<file path="config.mk">
export PLATFORM = sky130hd
export DESIGN_NAME = localbus_arbiter
export DESIGN_NICKNAME = d
export VERILOG_FILES = /design/src/rtl/localbus_arb_pkg.sv /design/src/rtl/rr_arb2.sv /design/src/rtl/localbus_arbiter.sv
export SDC_FILE = /design/constraint.sdc
export NUM_CORES = 1
export LEC_CHECK = 0
export CORE_MARGIN = 3
export CORE_UTILIZATION = 39
export CTS_CLUSTER_DIAMETER = 30
export DETAILED_ROUTE_END_ITERATION = 7
export GPL_TIMING_DRIVEN = 0
export PLACE_DENSITY = 0.87
export SLEW_MARGIN = 20
export SYNTH_ARGS = -nofsm -noshare
export SYNTH_HDL_FRONTEND = slang
export SYNTH_HIERARCHICAL = 1
export SYNTH_SLANG_ARGS = --single-unit
</file>
<file path="constraint.sdc">
create_clock -name clk -period 2.1 [get_ports clk]
set_input_delay 0.21 -clock clk [delete_from_list [all_inputs] [get_ports clk]]
set_output_delay 0.21 -clock clk [all_outputs]
set_load 0.005 [all_outputs]
</file>
<file path="src/rtl/localbus_arb_pkg.sv">
// Shared constants for the LocalBus arbiter: FSM state codes, master indices,
// the read write-enable code and the width of the read-latency counter.
package localbus_arb_pkg;

    localparam logic [1:0] ST_IDLE  = 2'd0;
    localparam logic [1:0] ST_ADDR  = 2'd1;
    localparam logic [1:0] ST_RWAIT = 2'd2;
    localparam logic [1:0] ST_RDONE = 2'd3;

    localparam logic MST_M0 = 1'b0;
    localparam logic MST_M1 = 1'b1;

    localparam logic [2:0] WE_READ = 3'b000;

    // Wide enough for any RD_LAT up to 255 cycles.
    localparam int RD_CNT_W = 8;

endpackage

</file>
<file path="src/rtl/rr_arb2.sv">
// Two-way round-robin picker with an optional burst lock for master 1.
// The winner is combinational; history only advances when grant_en_i is high.
module rr_arb2 #(
    parameter int MAX_LOCK = 8
) (
    input  logic       clk,
    input  logic       rst,
    input  logic [1:0] req_i,
    input  logic       lock_i,
    input  logic       grant_en_i,
    output logic       win_o
);
    import localbus_arb_pkg::*;

    logic       lastGnt_q, lastGnt_d;
    logic [7:0] lockCnt_q, lockCnt_d;
    logic       lockActive;

    assign lockActive = lock_i && (lockCnt_q < 8'(MAX_LOCK));

    always_comb begin
        win_o = MST_M0;
        if (req_i == 2'b10) begin
            win_o = MST_M1;
        end else if (req_i == 2'b11) begin
            // Under lock, M1 keeps winning ties until its budget runs out.
            if (lock_i) begin
                win_o = lockActive ? MST_M1 : MST_M0;
            end else begin
                win_o = ~lastGnt_q;
            end
        end
    end

    always_comb begin
        lastGnt_d = lastGnt_q;
        lockCnt_d = lockCnt_q;
        if (grant_en_i) begin
            lastGnt_d = win_o;
        end
        if (!lock_i) begin
            lockCnt_d = '0;
        end else if (grant_en_i) begin
            if (win_o == MST_M1) begin
                lockCnt_d = (lockCnt_q == 8'hFF) ? lockCnt_q : lockCnt_q + 8'd1;
            end else begin
                lockCnt_d = '0;
            end
        end
    end

    always_ff @(posedge clk) begin
        if (rst) begin
            lastGnt_q <= MST_M1;
            lockCnt_q <= '0;
        end else begin
            lastGnt_q <= lastGnt_d;
            lockCnt_q <= lockCnt_d;
        end
    end

endmodule

</file>
<file path="src/rtl/localbus_arbiter.sv">
// Shares the LocalBus between the CPU port (M0) and the DMA engine (M1),
// one transaction at a time, with registered bus drive and read-data capture.
module localbus_arbiter #(
    parameter int XLEN     = 32,
    parameter int RD_LAT   = 1,
    parameter int MAX_LOCK = 8
) (
    input  logic            clk,
    input  logic            rst,
    input  logic            m0_req,
    input  logic [XLEN-1:0] m0_addr,
    input  logic [XLEN-1:0] m0_wdata,
    input  logic [2:0]      m0_we,
    output logic            m0_gnt,
    output logic            m0_rvalid,
    output logic [XLEN-1:0] m0_rdata,
    input  logic            m1_req,
    input  logic [XLEN-1:0] m1_addr,
    input  logic [XLEN-1:0] m1_wdata,
    input  logic [2:0]      m1_we,
    output logic            m1_gnt,
    output logic            m1_rvalid,
    output logic [XLEN-1:0] m1_rdata,
    input  logic            m1_lock,
    output logic [XLEN-1:0] bus_addr,
    output logic [XLEN-1:0] bus_qin,
    output logic [2:0]      bus_we,
    input  logic [XLEN-1:0] bus_qout
);
    import localbus_arb_pkg::*;

    localparam logic [RD_CNT_W-1:0] LAST_WAIT = (RD_LAT > 0) ? RD_CNT_W'(RD_LAT - 1) : '0;

    logic [1:0]          state_q, state_d;
    logic                owner_q, owner_d;
    logic [XLEN-1:0]     busAddr_q, busAddr_d;
    logic [XLEN-1:0]     busQin_q, busQin_d;
    logic [2:0]          busWe_q, busWe_d;
    logic [1:0]          gnt_q, gnt_d;
    logic [1:0]          rvalid_q, rvalid_d;
    logic [XLEN-1:0]     rdata_q, rdata_d;
    logic [RD_CNT_W-1:0] waitCnt_q, waitCnt_d;

    logic win;
    logic grantEn;

    assign grantEn = (state_q == ST_IDLE) && (m0_req || m1_req);

    rr_arb2 #(
        .MAX_LOCK (MAX_LOCK)
    ) u_rr_arb2 (
        .clk        (clk),
        .rst        (rst),
        .req_i      ({m1_req, m0_req}),
        .lock_i     (m1_lock),
        .grant_en_i (grantEn),
        .win_o      (win)
    );

    // bus_we defaults to zero so it is only nonzero in the ADDR cycle of a write.
    always_comb begin
        state_d   = state_q;
        owner_d   = owner_q;
        busAddr_d = busAddr_q;
        busQin_d  = busQin_q;
        busWe_d   = WE_READ;
        gnt_d     = '0;
        rvalid_d  = '0;
        rdata_d   = rdata_q;
        waitCnt_d = waitCnt_q;

        case (state_q)
            ST_IDLE: begin
                if (grantEn) begin
                    state_d   = ST_ADDR;
                    owner_d   = win;
                    busAddr_d = (win == MST_M1) ? m1_addr  : m0_addr;
                    busQin_d  = (win == MST_M1) ? m1_wdata : m0_wdata;
                    busWe_d   = (win == MST_M1) ? m1_we    : m0_we;
                    gnt_d     = (win == MST_M1) ? 2'b10 : 2'b01;
                end
            end
            ST_ADDR: begin
                if (busWe_q != WE_READ) begin
                    state_d = ST_IDLE;
                end else if (RD_LAT == 0) begin
                    rdata_d  = bus_qout;
                    rvalid_d = (owner_q == MST_M1) ? 2'b10 : 2'b01;
                    state_d  = ST_RDONE;
                end else begin
                    waitCnt_d = '0;
                    state_d   = ST_RWAIT;
                end
            end
            ST_RWAIT: begin
                if (waitCnt_q == LAST_WAIT) begin
                    rdata_d  = bus_qout;
                    rvalid_d = (owner_q == MST_M1) ? 2'b10 : 2'b01;
                    state_d  = ST_RDONE;
                end else begin
                    waitCnt_d = waitCnt_q + 1'b1;
                end
            end
            ST_RDONE: begin
                state_d = ST_IDLE;
            end
            default: begin
                state_d = ST_IDLE;
            end
        endcase
    end

    always_ff @(posedge clk) begin
        if (rst) begin
            state_q   <= ST_IDLE;
            owner_q   <= MST_M0;
            busAddr_q <= '0;
            busQin_q  <= '0;
            busWe_q   <= WE_READ;
            gnt_q     <= '0;
            rvalid_q  <= '0;
            rdata_q   <= '0;
            waitCnt_q <= '0;
        end else begin
            state_q   <= state_d;
            owner_q   <= owner_d;
            busAddr_q <= busAddr_d;
            busQin_q  <= busQin_d;
            busWe_q   <= busWe_d;
            gnt_q     <= gnt_d;
            rvalid_q  <= rvalid_d;
            rdata_q   <= rdata_d;
            waitCnt_q <= waitCnt_d;
        end
    end

    assign m0_gnt    = gnt_q[0];
    assign m1_gnt    = gnt_q[1];
    assign m0_rvalid = rvalid_q[0];
    assign m1_rvalid = rvalid_q[1];
    assign m0_rdata  = rdata_q;
    assign m1_rdata  = rdata_q;
    assign bus_addr  = busAddr_q;
    assign bus_qin   = busQin_q;
    assign bus_we    = busWe_q;

endmodule

</file>
==> results.tsv <==
stage	metric	value	unit
sta	final hold vios	0	
cells_and_area	Design Area, Final	0.00935	mm2
pwr	Power Internal	5.39	mW
cells_and_area	layout net count	1061	
min_path	min-delay src	bus_qout[23]	
cells_and_area	most frequent cells in the layout	clkdlybuf4s50_1, dfxtp_1, nor2_1	
detailed_routing	Antenna Nets Post-Route	0	
synthesis	syn_nets	738	
detailed_routing	routed vias/inst	4.95	
cells_and_area	Area Overhead vs Synth	71.4	%
placement	GPL Wtd Cong	0.866	
outcome	status	finished clean	
clocking	Bufs on Longest Clock Path	2	
global_route	global-route usage over all layers	23.1	%
sta	fmax	0.529	GHz
detailed_routing	DRC Markers	0	
synthesis	number of synthesized register bits	123	
synthesis	Synth Warn #	6	
setup_path	critical path peak fanout	17	
clocking	CTS Hold Bufs	0	
setup_path	critical path type	reg -> reg	
pwr	Switching Share	25.0	%
placement	PortBufs	305	
detailed_routing	Via Count	5333	
synthesis	ys flop type	dfxtp_1	
floorplan	Core ar.	0.0135	mm2
detailed_routing	DR WL/cell	16.9	um
sta	fin crit share	90.0	%
synthesis	post-synth cell types	47	
pwr	maximum vdd drop	0.619	mV
clocking	cts bufs inserted	17	
floorplan	initial core utilization	40.5	%
synthesis	sequential fraction of the synthesis area	45.1	%
setup_path	Worst R2R Setup Slack	0.21	ns
floorplan	FP Rows	42	
global_route	initial antenna violation count	2	
detailed_routing	initial DRC count	211	
global_route	gr ovfl total	0	
pwr	Psw	1.80	mW
pwr	Power Density	769	mW/mm2
clocking	Clock Sinks	123	
sta	setup TNS	0	ns
clocking	worst skew pair latency	0.41	ns
run	MaxCap Viol Count	0	
floorplan	DIE HEIGHT	124	um
pwr	Flop pwr share	37.4	%
placement	DP Area	0.00873	mm2
setup_path	Startpoint Class	flop	
pwr	P_leak	3.91	nW
pwr	Logic pwr share	23.4	%
clocking	CTS tree	done	
clocking	root buf cell	clkbuf_16	
detailed_routing	first drt pass iteration count	5	
global_route	vias in the first global route	5456	
sta	WHS	0.406	ns
synthesis	Synth async-reset ratio	0	%
setup_path	CP Capture Type	flop	
floorplan	die outline area	0.0154	mm2
floorplan	DIE WIDTH	124	um
sta	Slew Viols, Final	0	
global_route	largest net degree at the start of global routing	18	
floorplan	# IOs	306	
synthesis	EDFF count, synth	0	
global_route	first-pass GRT wire length	28700	um
clocking	CTS clk-pin slew, worst paths	0.05	ns
cells_and_area	layout cells sized above 1	10.2	%
setup_path	r2r endpoint	u_rr_arb2/lockCnt_q[6]$_SDFFE_PP0P_	
sta	Final Skew	0.00710	ns
sta	Final setup viols	0	
placement	Post-DP HPWL	14100	um
pwr	Clock Power Share	39.3	%
sta	measured slew at the worst slew-check pin	0.629	ns
synthesis	syn_area_per_cell	9.67	um2
sta	RSZ-0062 raised after global routing	no	
synthesis	Gate Count Post-Synth	564	
synthesis	Post-Syn Area	0.00545	mm2
setup_path	CP endpoint	u_rr_arb2/lockCnt_q[6]$_SDFFE_PP0P_	
sta	Final min period	1.89	ns
detailed_routing	final WL	18200	um
sta	Worst slew margin	58.1	%
setup_path	Data arrival, critical path	2.22	ns
cells_and_area	most common cell after layout, fill and taps aside	clkdlybuf4s50_1	
setup_path	CP required	2.43	ns
clocking	H-tree levels	4	
min_path	Hold WC Path Type	in -> reg	
setup_path	R2R depth	6	
synth_stat cells, types with 2 or more instances:
cell	instances	area [um2]
nor3b_1	2	15.0
o21ai_1	3	15.0
nor4_1	2	12.5
dfxtp_1	123	2460
a31oi_1	7	43.8
nor3_1	5	25.0
clkbuf_1	24	90.1
nor2_1	106	398
nand4b_1	2	17.5
a211o_1	2	17.5
o21ai_0	2	10.0
nand2_1	10	37.5
buf_2	11	55.1
ha_1	3	37.5
nand2b_1	9	56.3
a41oi_1	3	26.3
nor2b_1	2	12.5
and3_1	4	25.0
mux2i_1	100	1000
nand3_1	6	30.0
inv_1	5	18.8
a21oi_1	5	25.0
a211oi_1	69	518
buf_6	4	45.0
buf_4	33	248
per-stage QoR:
stage / total power [mW] / std cells / util, % / setup WS [ns]
floorplan: 3.41 / 564 / - / 0.180
finish: 7.19 / 1077 / 69.5 / 0.211
CTS: 7.25 / 1076 / 69.3 / 0.000674
detailed placement: 4.40 / 1045 / 64.9 / -0.831
global route: 7.51 / 1077 / 69.5 / 0.0253
global placement: 4.37 / 1045 / 64.9 / -0.771
state kept, by name, summed over array words and instances (netlist names), named ones only:
| signal | cells |
|---|---|
| bus_qin | 32 |
| owner_q | 1 |
| u_rr_arb2/lockCnt_q | 8 |
| rvalid_q | 2 |
| u_rr_arb2/lastGnt_q | 1 |
| waitCnt_q | 8 |
| bus_we | 3 |
| state_q | 1 |
| gnt_q | 2 |
| m0_rdata | 32 |
| bus_addr | 32 |
what timing repair did:
action | CTS | global route
setup endpoints to repair | 47 | 54
pin swaps | 0 | 1
resized for setup | 11 | 7
setup buffers | 0 | 0
cell type report:
| class | instances | area, um2 |
|---|---|---|
| fillers | 1073 | 4110 |
| repair buffers | 305 | 3050 |
| multi-input cells | 363 | 2550 |
| flip-flops and latches | 123 | 2460 |
| clock buffers | 23 | 478 |
| plain buffers | 72 | 465 |
| well taps | 176 | 220 |
| clock inverters | 8 | 92.6 |
| inverters | 5 | 18.8 |
| diodes | 2 | 5.00 |
per-layer routing:
metal | track usage (%) | wire length, um | vias up
met3 | 9.39 | 1560 | 34
met4 | 8.38 | 419 | 0
met5 | 0 | 0 | -
met2 | 40.6 | 9260 | 223
met1 | 25.0 | 6920 | 2446
li1 | - | - | 2630
worst max-delay path, stage by stage (launching register included):
cell and delay [ns]:
dfxtp_1 0.38, nor3_4 0.31, clkbuf_4 0.28, buf_4 0.24, clkbuf_2 0.27, a31oi_1 0.13, a211oi_2 0.19
how the worst min path moves through the flow:
stage	slack, ns	to	depth (start not counted)
floorplan	0.30	u_rr_arb2/lastGnt_q$_SDFFE_PP1P_	1
global placement	0.42	rvalid_q[0]$_SDFF_PP0_	1
detailed placement	0.42	rvalid_q[0]$_SDFF_PP0_	1
CTS	0.39	m0_rdata[23]$_SDFFE_PP0P_	3
global route	0.40	m0_rdata[26]$_SDFFE_PP0P_	3
finish	0.41	m0_rdata[23]$_SDFFE_PP0P_	3
kinds of logic (layout without fill, tap and decap cells):
family / count (synthesis) / in the layout / synth area share [%]
AND/OR/NAND/NOR: 160 / 160 / 13.8
flip-flops: 123 / 123 / 45.1
multiplexers: 100 / 100 / 18.4
AO/OA/AOI/OAI: 99 / 99 / 13.4
buffers and inverters: 78 / 413 / 8.44
adder cells (fa/ha/maj): 3 / 3 / 0.688
XOR/XNOR: 1 / 1 / 0.161
other: 0 / 2 / 0
power by group through the flow:
| stage | clock, mW | combinational [mW] | sequential (mW) |
|---|---|---|---|
| finish | 2.82 | 1.68 | 2.69 |
| floorplan | 0 | 0.681 | 2.73 |
| CTS | 2.87 | 1.70 | 2.68 |
| global placement | 0 | 1.65 | 2.72 |
| global route | 2.98 | 1.82 | 2.71 |
| detailed placement | 0 | 1.67 | 2.73 |
Note: power is estimated with default switching activity, not from simulation.
